$ cat config.mk
export PLATFORM = sky130hd
export DESIGN_NAME = leaf_tx_packetizer_flat
export DESIGN_NICKNAME = d
export VERILOG_FILES = /design/src/rtl/bft_pkg.sv /design/src/rtl/leaf_tx_packetizer_if.sv /design/src/rtl/leaf_sync_fifo.sv /design/src/rtl/leaf_tx_packetizer.sv /design/src/flat_wrapper.sv
export SDC_FILE = /design/constraint.sdc
export NUM_CORES = 1
export LEC_CHECK = 0
export ABC_CLOCK_PERIOD_IN_PS = 4400
export BUFFER_PORTS_ARGS = -buffer_cell sky130_fd_sc_hd__clkbuf_2
export CORE_MARGIN = 2
export CORE_UTILIZATION = 62
export CTS_BUF_LIST = sky130_fd_sc_hd__clkbuf_4 sky130_fd_sc_hd__clkbuf_8
export DETAILED_ROUTE_END_ITERATION = 12
export PLACE_DENSITY = 0.88
export SETUP_SLACK_MARGIN = 0.15
export SYNTH_ARGS = -nofsm -noshare
export SYNTH_HDL_FRONTEND = slang
export SYNTH_SLANG_ARGS = --single-unit
$ cat constraint.sdc
create_clock -name clk -period 4.4 [get_ports clk]
set_input_delay 0.22 -clock clk [delete_from_list [all_inputs] [get_ports clk]]
set_output_delay 0.22 -clock clk [all_outputs]
set_load 0.05 [all_outputs]
$ cat src/rtl/bft_pkg.sv
`default_nettype none
// ============================================================================
// Package     : bft_pkg
// Description : BFT packet geometry, field offsets and packet struct shared by
//               the leaf transmit path.
// Revision    : 1.0 - initial release
// ============================================================================
package bft_pkg;

  localparam int PAYLOAD_W = 32;
  localparam int LEAF_W    = 5;
  localparam int PORT_W    = 4;
  localparam int SEQ_W     = 7;
  localparam int PKT_W     = 1 + LEAF_W + PORT_W + SEQ_W + PAYLOAD_W;

  localparam int VALID_BIT = PKT_W - 1;
  localparam int LEAF_LSB  = VALID_BIT - LEAF_W;
  localparam int PORT_LSB  = LEAF_LSB - PORT_W;
  localparam int SEQ_LSB   = PORT_LSB - SEQ_W;

  localparam logic [PORT_W-1:0] CFG_PORT = 4'd0;

  typedef struct packed {
    logic                 valid;
    logic [LEAF_W-1:0]    leaf;
    logic [PORT_W-1:0]    port;
    logic [SEQ_W-1:0]     seq;
    logic [PAYLOAD_W-1:0] payload;
  } bft_pkt_t;

endpackage
`default_nettype wire

$ cat src/rtl/leaf_tx_packetizer_if.sv
`default_nettype none
// ============================================================================
// Interface   : leaf_tx_packetizer_if
// Description : Operator stream, network-to-leaf and leaf-to-network buses of
//               the leaf transmit packetizer.
// Revision    : 1.0 - initial release
// ============================================================================
interface leaf_tx_packetizer_if;
  import bft_pkg::*;

  logic [PKT_W-1:0]     din_leaf_bft2interface;
  logic                 resend;
  logic [PAYLOAD_W-1:0] stream_in_data;
  logic                 stream_in_valid;
  logic                 stream_in_ready;
  logic [PKT_W-1:0]     dout_leaf_interface2bft;
  logic                 configured;

  modport slave (
    input  din_leaf_bft2interface,
    input  resend,
    input  stream_in_data,
    input  stream_in_valid,
    output stream_in_ready,
    output dout_leaf_interface2bft,
    output configured
  );

  modport master (
    output din_leaf_bft2interface,
    output resend,
    output stream_in_data,
    output stream_in_valid,
    input  stream_in_ready,
    input  dout_leaf_interface2bft,
    input  configured
  );

endinterface
`default_nettype wire

$ cat src/rtl/leaf_sync_fifo.sv
`default_nettype none
// ============================================================================
// Module      : leaf_sync_fifo
// Description : Single-clock FIFO with extra-MSB pointers for full/empty.
// Revision    : 1.0 - initial release
// ============================================================================
module leaf_sync_fifo #(
  parameter int WIDTH = 32,
  parameter int DEPTH = 4
) (
  input  wire logic             clk,
  input  wire logic             reset,
  input  wire logic             push_i,
  input  wire logic [WIDTH-1:0] wdata_i,
  input  wire logic             pop_i,
  output logic      [WIDTH-1:0] head_o,
  output logic                  full_o,
  output logic                  empty_o
);

  localparam int AW = $clog2(DEPTH);

  logic [AW:0]      wr_ptr_q, wr_ptr_d;
  logic [AW:0]      rd_ptr_q, rd_ptr_d;
  logic [WIDTH-1:0] mem_q [DEPTH];
  logic             do_push, do_pop;

  assign empty_o = (wr_ptr_q == rd_ptr_q);
  assign full_o  = (wr_ptr_q[AW] != rd_ptr_q[AW]) &&
                   (wr_ptr_q[AW-1:0] == rd_ptr_q[AW-1:0]);
  assign head_o  = mem_q[rd_ptr_q[AW-1:0]];

  assign do_push = push_i && !full_o;
  assign do_pop  = pop_i && !empty_o;

  always_comb begin
    wr_ptr_d = wr_ptr_q;
    rd_ptr_d = rd_ptr_q;
    if (do_push) wr_ptr_d = wr_ptr_q + 1'b1;
    if (do_pop)  rd_ptr_d = rd_ptr_q + 1'b1;
  end

  always_ff @(posedge clk) begin
    if (reset) begin
      wr_ptr_q <= '0;
      rd_ptr_q <= '0;
    end else begin
      wr_ptr_q <= wr_ptr_d;
      rd_ptr_q <= rd_ptr_d;
    end
  end

  // Storage needs no reset: pointers alone define what is valid.
  always_ff @(posedge clk) begin
    if (do_push) mem_q[wr_ptr_q[AW-1:0]] <= wdata_i;
  end

endmodule
`default_nettype wire

$ cat src/rtl/leaf_tx_packetizer.sv
`default_nettype none
// ============================================================================
// Module      : leaf_tx_packetizer
// Description : Buffers operator words and emits them as sequenced BFT packets
//               to a configured leaf/port, holding output on network resend.
// Revision    : 1.0 - initial release
// ============================================================================
module leaf_tx_packetizer
  import bft_pkg::*;
#(
  parameter int              PAYLOAD_W  = bft_pkg::PAYLOAD_W,
  parameter int              PKT_W      = bft_pkg::PKT_W,
  parameter int              FIFO_DEPTH = 4,
  parameter logic [3:0]      CFG_PORT   = bft_pkg::CFG_PORT
) (
  input  wire logic          clk,
  input  wire logic          reset,
  leaf_tx_packetizer_if.slave bus
);

  logic [LEAF_W-1:0]    leaf_q, leaf_d;
  logic [PORT_W-1:0]    port_q, port_d;
  logic [SEQ_W-1:0]     seq_q, seq_d;
  logic                 configured_q, configured_d;
  logic [PKT_W-1:0]     dout_q, dout_d;
  bft_pkt_t             pkt;

  logic                 cfg_hit;
  logic                 push, pop, full, empty;
  logic [PAYLOAD_W-1:0] head;
  logic                 unused_din;

  leaf_sync_fifo #(
    .WIDTH (PAYLOAD_W),
    .DEPTH (FIFO_DEPTH)
  ) u_fifo (
    .clk     (clk),
    .reset   (reset),
    .push_i  (push),
    .wdata_i (bus.stream_in_data),
    .pop_i   (pop),
    .head_o  (head),
    .full_o  (full),
    .empty_o (empty)
  );

  assign bus.stream_in_ready         = !full && !reset;
  assign push                        = bus.stream_in_valid && bus.stream_in_ready;
  assign bus.dout_leaf_interface2bft = dout_q;
  assign bus.configured              = configured_q;

  assign unused_din = ^{bus.din_leaf_bft2interface[VALID_BIT-1:PORT_LSB+PORT_W],
                        bus.din_leaf_bft2interface[PORT_LSB-1:LEAF_W+PORT_W]};

  always_comb begin
    leaf_d       = leaf_q;
    port_d       = port_q;
    configured_d = configured_q;
    seq_d        = seq_q;
    dout_d       = dout_q;
    pop          = 1'b0;
    pkt          = '0;

    cfg_hit = bus.din_leaf_bft2interface[VALID_BIT] &&
              (bus.din_leaf_bft2interface[PORT_LSB +: PORT_W] == CFG_PORT);
    if (cfg_hit) begin
      leaf_d       = bus.din_leaf_bft2interface[LEAF_W-1:0];
      port_d       = bus.din_leaf_bft2interface[LEAF_W +: PORT_W];
      configured_d = 1'b1;
    end

    // A pop in the config cycle still stamps the old destination (leaf_q/port_q).
    if (!bus.resend) begin
      if (!empty && configured_q) begin
        pop         = 1'b1;
        pkt.valid   = 1'b1;
        pkt.leaf    = leaf_q;
        pkt.port    = port_q;
        pkt.seq     = seq_q;
        pkt.payload = head;
        dout_d      = pkt;
        seq_d       = seq_q + 1'b1;
      end else begin
        dout_d = '0;
      end
    end
  end

  always_ff @(posedge clk) begin
    if (reset) begin
      leaf_q       <= '0;
      port_q       <= '0;
      seq_q        <= '0;
      configured_q <= 1'b0;
      dout_q       <= '0;
    end else begin
      leaf_q       <= leaf_d;
      port_q       <= port_d;
      seq_q        <= seq_d;
      configured_q <= configured_d;
      dout_q       <= dout_d;
    end
  end

endmodule
`default_nettype wire

$ cat src/flat_wrapper.sv
// flat-port wrapper written by rule: the top's interface ports become plain ports
module leaf_tx_packetizer_flat import bft_pkg::*;
#(
  parameter int              PAYLOAD_W  = bft_pkg::PAYLOAD_W,
  parameter int              PKT_W      = bft_pkg::PKT_W,
  parameter int              FIFO_DEPTH = 4,
  parameter logic [3:0]      CFG_PORT   = bft_pkg::CFG_PORT
)
  (clk, reset, bus_din_leaf_bft2interface, bus_resend, bus_stream_in_data, bus_stream_in_valid, bus_stream_in_ready, bus_dout_leaf_interface2bft, bus_configured);
  leaf_tx_packetizer_if bus_i ();
  input  wire logic clk;
  input  wire logic reset;
  input wire logic [$bits(bus_i.din_leaf_bft2interface)-1:0] bus_din_leaf_bft2interface;
  input wire logic [$bits(bus_i.resend)-1:0] bus_resend;
  input wire logic [$bits(bus_i.stream_in_data)-1:0] bus_stream_in_data;
  input wire logic [$bits(bus_i.stream_in_valid)-1:0] bus_stream_in_valid;
  output wire logic [$bits(bus_i.stream_in_ready)-1:0] bus_stream_in_ready;
  output wire logic [$bits(bus_i.dout_leaf_interface2bft)-1:0] bus_dout_leaf_interface2bft;
  output wire logic [$bits(bus_i.configured)-1:0] bus_configured;
  assign bus_i.din_leaf_bft2interface = bus_din_leaf_bft2interface;
  assign bus_i.resend = bus_resend;
  assign bus_i.stream_in_data = bus_stream_in_data;
  assign bus_i.stream_in_valid = bus_stream_in_valid;
  assign bus_stream_in_ready = bus_i.stream_in_ready;
  assign bus_dout_leaf_interface2bft = bus_i.dout_leaf_interface2bft;
  assign bus_configured = bus_i.configured;
  leaf_tx_packetizer #(.PAYLOAD_W(PAYLOAD_W), .PKT_W(PKT_W), .FIFO_DEPTH(FIFO_DEPTH), .CFG_PORT(CFG_PORT)) u_core (.clk(clk), .reset(reset), .bus(bus_i));
endmodule
Yosys cells after proc, flatten, opt, wreduce, memory -nomap -nowiden
Memory sizes are Yosys's and may differ from the RTL's. A register that Yosys moved wholly into a read port is not among the register bits.
Cells that the tools add are included.
{ "word_totals": {"inputBits": 85, "ramBits": 128, "latchBits": 0, "romBits": 0, "memories": 1, "ff_bits": 72, "word_cells": 34, "out_inout_bits": 51} }
{ "classes": {"div_mod_pow": 0, "n_addsub": 3, "eq_ne": 3, "mul": 0, "mux": 7, "n_bitwise": 1, "n_shift": 0, "reduce_logical": 12, "magnitude_cmp": 0} }
{ "mem_list": {"columns": ["name", "words", "width", "read_ports", "rd_ports_with_merged_regs", "wr", "line", "rtl"], "rows": [
  ["u_core.u_fifo.mem_q", 4, 32, 1, 1, 1, "leaf_sync_fifo.sv:25", "logic [WIDTH-1:0] mem_q [DEPTH];"]
]} }
{ "ops": {"columns": ["op", "n"], "rows": [
  ["49-bit two-way mux", 1],
  ["7-bit by 1-bit adder with 7-bit output, second input constant", 1],
  ["1-bit logical AND", 7],
  ["3-bit by 1-bit adder with 3-bit output, second input constant", 2],
  ["4-bit zero test", 1],
  ["1-bit two-way mux", 4],
  ["2-bit two-way mux", 2],
  ["3-bit == test", 1],
  ["1-bit zero test", 3],
  ["2-bit == test", 1],
  ["2-bit AND reduction", 1],
  ["1-bit inequality test", 1],
  ["1-bit inverter", 1]
]} }

Logic depth before layout (Yosys ltp)
{ "depth": {"depth_word": 8, "mapped_depth": 7, "ltp_nobuf": 4} }

By module
A second synthesis with hierarchy kept.
{ "unflattened": {"hier_cells": 479, "hier_area_um2": 7584.8} }
{ "modules_own_cells": {"columns": ["module", "cells_per_inst", "instances", "seq_area_each_um2", "area_per_inst_um2"], "rows": [
  ["leaf_sync_fifo", 235, 1, 4003.8, 5177.5],
  ["leaf_tx_packetizer", 244, 1, 1321.3, 2407.3]
]} }

Worst setup path before layout
OpenSTA, ideal clock, no wires.
{ "synth_timing": {"kind": "reg2reg", "startpoint": "reg u_core.u_fifo.wr_ptr_q[1]", "endpoint": "mem u_core.u_fifo.mem_q[0][0], enable pin", "t_required_ns": 4.008, "stages_incl_launch_ff": 5, "slack_ns": 2.190, "path_buffers": 0, "t_arrival_ns": 1.817, "period_less_slack_ns": 2.210, "setup_time_ns": 0.392, "cell_sequence": "dfxtp_1 > xor2_2 > o31ai_1 > nor2_1 > and2_1"} }
{ "synth_via": {"elab_chain_len": 8} }
{ "synth_rtl": {"columns": ["element", "line", "rtl"], "rows": [
  ["start, declared", "leaf_sync_fifo.sv:23", "logic [AW:0] wr_ptr_q, wr_ptr_d;"],
  ["start signal, assigned", "leaf_sync_fifo.sv:48", "wr_ptr_q <= wr_ptr_d;"],
  ["2-bit == test", "leaf_sync_fifo.sv:30", "(wr_ptr_q[AW-1:0] == rd_ptr_q[AW-1:0]);"],
  ["1-bit logical AND", "leaf_sync_fifo.sv:29", "assign full_o = (wr_ptr_q[AW] != rd_ptr_q[AW]) &&"],
  ["1-bit zero test", "leaf_sync_fifo.sv:33, leaf_tx_packetizer.sv:47", null],
  ["1-bit logical AND", "leaf_tx_packetizer.sv:47", "assign bus.stream_in_ready = !full && !reset;"],
  ["1-bit logical AND", "leaf_tx_packetizer.sv:48", "assign push = bus.stream_in_valid && bus.stream_in_ready;"],
  ["1-bit logical AND", "leaf_sync_fifo.sv:33", "assign do_push = push_i && !full_o;"],
  ["1-bit two-way mux", "leaf_sync_fifo.sv:55", "if (do_push) mem_q[wr_ptr_q[AW-1:0]] <= wdata_i;"],
  ["1-bit two-way mux (implied by the code)", "leaf_sync_fifo.sv:55", null],
  ["end, declared", "leaf_sync_fifo.sv:25", null]
]} }
Parallel ways exist; a longest one is shown, timed or not.

Worst setup path in the final report
{ "layout_timing": {"startpoint": "reg u_core.u_fifo.wr_ptr_q[1]", "endpoint": "mem u_core.u_fifo.mem_q[2][6], enable pin"} }
The elaborated chain is that of the path after synthesis.

==> results by stage <==
Status:
- The run finished with clean final reports.

Finish:
- 0 antenna diodes ended up in the layout.
- In the final layout, flip-flops and latches occupy 0.00533 mm2.
- Measured on the finished design, the core utilization comes to 76.8%.
- The number of inserted filler cells in the final layout is 712.
- The number of nets in the layout is 683.
- The multi-input gate area in the final layout is 0.00204 mm2.
- The share of cells above drive strength 1 is 37.5%.
- Relative to the synthesized area, the layout overhead comes to 21.5%.
- The final cell count without fillers is 763.

Synthesis:
- The mean post-synth cell area is 17.0 um2.
- The number of flip-flops and latches in the synthesized netlist is 202.
- For this run, the number of Yosys warnings is 0.
- The post-synthesis instance area is 0.00753 mm2.
- After Yosys synthesis, full adders, half adders and majority gates account for 0.997% of the synthesized area.
- The most frequently used flop master after synthesis is sky130_fd_sc_hd__edfxtp_1.
- The sequential fraction of the synthesis area is 70.7%.
- The share of flip-flops with an asynchronous set or reset after synthesis is 0%.
- The largest family of logic cells by synthesized area is multiplexers.
- The number of flops mapped to enable cells by yosys is 128.
- The post-synth net total is 535.
- The number of instances in the synthesized netlist is 444.
- The fraction of the mapped netlist area in simple logic gates is 5.03%.
- The synthesized-area fraction occupied by ao, oa, aoi and oai cells is 8.11%.
- The multiplexer share of the synthesized area is 11.5%.
- After Yosys synthesis, XOR and XNOR cells account for 1.36% of the synthesized area.
- The number of distinct standard cells referenced by the synthesized netlist is 32.

Timing:
- The count of pins over their slew limit is 0.
- On the final layout, the worst clock skew is 13.6 ps.
- The count of endpoints failing setup in the final report is 0.
- Setup repair after global routing left no endpoint under its margin.
- The final setup TNS is 0 ps.
- After layout, the worst setup slack is 2010 ps.
- The final hold violation count is 0.
- The upper clock frequency limit is 418 MHz.
- For the finished layout, the period the worst path requires is 2390 ps.
- The worst slew slack as a fraction of its limit is 37.2%.
- The share of the clock period used by the worst path is 54.3%.
- At the pin with the least slew margin, the transition time is 943 ps.

Floorplanning:
- The die is 114 um wide.
- Measured along the y axis, the die boundary spans 114 um.
- The starting utilization of the core area is 63.2%.
- Pin placement for this block handled 136 I/O pins.
- The floorplan core area is 0.0119 mm2.
- The full die area is 0.0130 mm2.
- The number of rows in the core area is 40.

Clock tree:
- The clock passes through at most 3 buffers.
- The clock transition at the register clock pins on the worst setup and hold paths after CTS is 70 ps.
- CTS built an H-tree with a depth of 1.
- The number of clock sinks is 202.
- The clock tree from TritonCTS is yes.
- The post-CTS setup buffer count is 0.
- In this run, CTS created clock tree buffers numbering 30.
- The total of cells resized after clock tree synthesis is 0.
- The cell at the root of the clock tree is sky130_fd_sc_hd__clkbuf_8.
- The source-to-sink clock delay at the later pin of the worst-skew pair is 540 ps.

Flow run:
- The count of max-cap constraint violations is 0.

Pwr:
- Power comes to 3.82 mW.
- The total power divided by cell area is 417 mW/mm2.
- Across the VDD grid, the largest voltage drop is 350 uV.
- The leakage power is 3.28 nW.

Route:
- In the final routed layout, each cell accounts on average for 19.1 um.
- The routed via count divided by cell count is 5.69.
- After detailed routing, the number of remaining DRC violations is 0.
- The final route contains 4,342 vias.
- The first routing iteration left 295 violations.
- The number of nets with antenna violations after routing is 0.
- Wires add up to 14,500 um.
- The number of iterations in the first detailed-routing pass is 6.

Place:
- Port buffering added 100 buffers.
- The worst setup slack before clock tree synthesis is 2010 ps.
- The HPWL after detailed placement is 7750 um.
- At the end of routability-driven placement, the weighted congestion stood at 0.758.
- The number of instances in the placed design is 666.

Worst setup path:
- Traced cell by cell, the critical path runs through xor2_2, o31ai_1, nor2_1, and2_2.
- The top fanout value on the critical path is 32.
- STA puts the critical path data required time at 4560 ps.
- Counting both buffers and inverters, the worst setup path holds a total of 0.
- The slowest library cell on the worst path is sky130_fd_sc_hd__and2_2.
- The type of origin of the critical path is a flip-flop.
- The signal arrival time at the worst endpoint is 2550 ps.
- The largest incremental delay on the critical path is 810 ps.
- Among cell families on the critical path, the largest total delay comes from simple AND/OR/NAND/NOR gates.
- STA classifies the critical path endpoint as a flip-flop.
- The kind of critical path is flip-flop to flip-flop.

Global routing:
- The number of antenna violations at the first check in global routing is 0.
- The via count of the first global-routing pass is 4,701.
- The total overflow left after global routing is 0.
- Across every metal layer, demand over resource in global routing totals 22.9%.
- The wire length of the first global-routing pass is 23,200 um.
- Entering global routing, the biggest net connects 77 pins.

Hold path:
- The type of the most critical hold path is primary input to flip-flop.
## layer usage
metal | wire length (um) | track usage, %
met1 | 5750 | 28.3
met4 | 366 | 8.70
met5 | 0 | 0
met2 | 7520 | 40.6
met3 | 898 | 4.24
## kinds of logic (layout without fill, tap and decap cells)
family          Yosys count  count (layout)
flops                   202             202
simple gates             90              90
compound gates           59              59
mux                      46              46
buf+inv                  31             203
xor+xnor                 10              10
fa+ha+maj                 6               6
## power breakdown
part           switching [mW]  total [mW]  leakage (nW)  internal [mW]
sequential             0.0125        2.07          1.76           2.05
combinational          0.0921       0.162          1.17         0.0697
clock                   0.676        1.59         0.355          0.913
total                   0.781        3.82          3.28           3.04
## cell type report
class	count	share of cell area, %
clock inverter	7	0.752
inverter	3	0.123
tap	147	2.01
multi-input combinational	211	22.2
timing repair buffer	144	10.2
sequential	202	58.2
clock buffer	49	6.48
## flip-flops by register name, summed over array words and instances, names as in the netlist, named ones only
signal	count
u_core.u_fifo.rd_ptr_q	3
u_core.bus.dout_leaf_interface2bft	49
u_core.u_fifo.wr_ptr_q	3
u_core.port_q	4
u_core.seq_q	7
u_core.u_fifo.mem_q	128
u_core.bus.configured	1
u_core.leaf_q	5
## per-stage QoR
stage	instance area, um2	hold slack, ps
after global placement	8080	433
after detailed placement	8080	441
after floorplan	7530	319
after CTS	9150	59.0
final	9150	80.1
after global routing	9150	103
## path summary, 6_finish.rpt
| check | from | end | slack (ps) | cells after the start |
|---|---|---|---|---|
| worst max-delay path | u_core.u_fifo.wr_ptr_q[1] | u_core.u_fifo.mem_q[2][6] | 2010 | 4 |
| worst min-delay path | bus_stream_in_valid | u_core.u_fifo.wr_ptr_q[2] | 80 | 4 |
| worst max register to register | u_core.u_fifo.wr_ptr_q[1] | u_core.u_fifo.mem_q[2][6] | 2010 | 4 |
| worst min register to register | u_core.leaf_q[0] | u_core.bus.dout_leaf_interface2bft[43] | 500 | 2 |
## synthesized netlist by cell type (all sizes together), types with 3 or more instances
master  count  area share (%)
mux2i      12             1.6
inv         3            0.15
dfxtp      74              20
ha          6             1.0
a22oi      48             6.7
edfxtp    128              51
a21oi       3            0.30
nor2       75             3.7
and2        5            0.42
mux4       32             9.6
xor2        6            0.90
xnor2       4            0.47
clkbuf     11            0.55
buf        17             1.6
o311ai      3            0.35
## timing repair
action                                 CTS  global route
setup endpoints to repair                0             0
hold buffers                            41             0
endpoints found under the hold margin  137             0
## placed cells by master (no fill, tap or decap), types with 3 or more instances in the layout
cell | synthesis | routed
sky130_fd_sc_hd__dfxtp_1 | 74 | 72
sky130_fd_sc_hd__mux4_2 | 32 | 32
sky130_fd_sc_hd__nor2_1 | 75 | 75
sky130_fd_sc_hd__xor2_1 | 4 | 4
sky130_fd_sc_hd__edfxtp_1 | 128 | 128
sky130_fd_sc_hd__xnor2_1 | 4 | 4
sky130_fd_sc_hd__inv_1 | 3 | 3
sky130_fd_sc_hd__a22oi_1 | 19 | 19
sky130_fd_sc_hd__clkbuf_4 | 0 | 13
sky130_fd_sc_hd__and2_2 | 0 | 4
sky130_fd_sc_hd__mux2i_1 | 12 | 12
sky130_fd_sc_hd__clkbuf_2 | 0 | 100
sky130_fd_sc_hd__buf_4 | 0 | 3
sky130_fd_sc_hd__dlygate4sd3_1 | 0 | 41
sky130_fd_sc_hd__clkinv_2 | 0 | 3
sky130_fd_sc_hd__ha_1 | 6 | 6
sky130_fd_sc_hd__a22oi_2 | 29 | 29
sky130_fd_sc_hd__clkbuf_8 | 0 | 36
sky130_fd_sc_hd__o311ai_0 | 3 | 3
## worst reg2reg max path: cells and delay by family (launching register included)
kind | cells | cell delay (ps)
and+or+nand+nor | 2 | 1020
DFF | 1 | 440
xor gates and xnor gates | 1 | 330
AOI/OAI and AO/OA | 1 | 210
No activity file was read; power rests on OpenSTA's default activity.
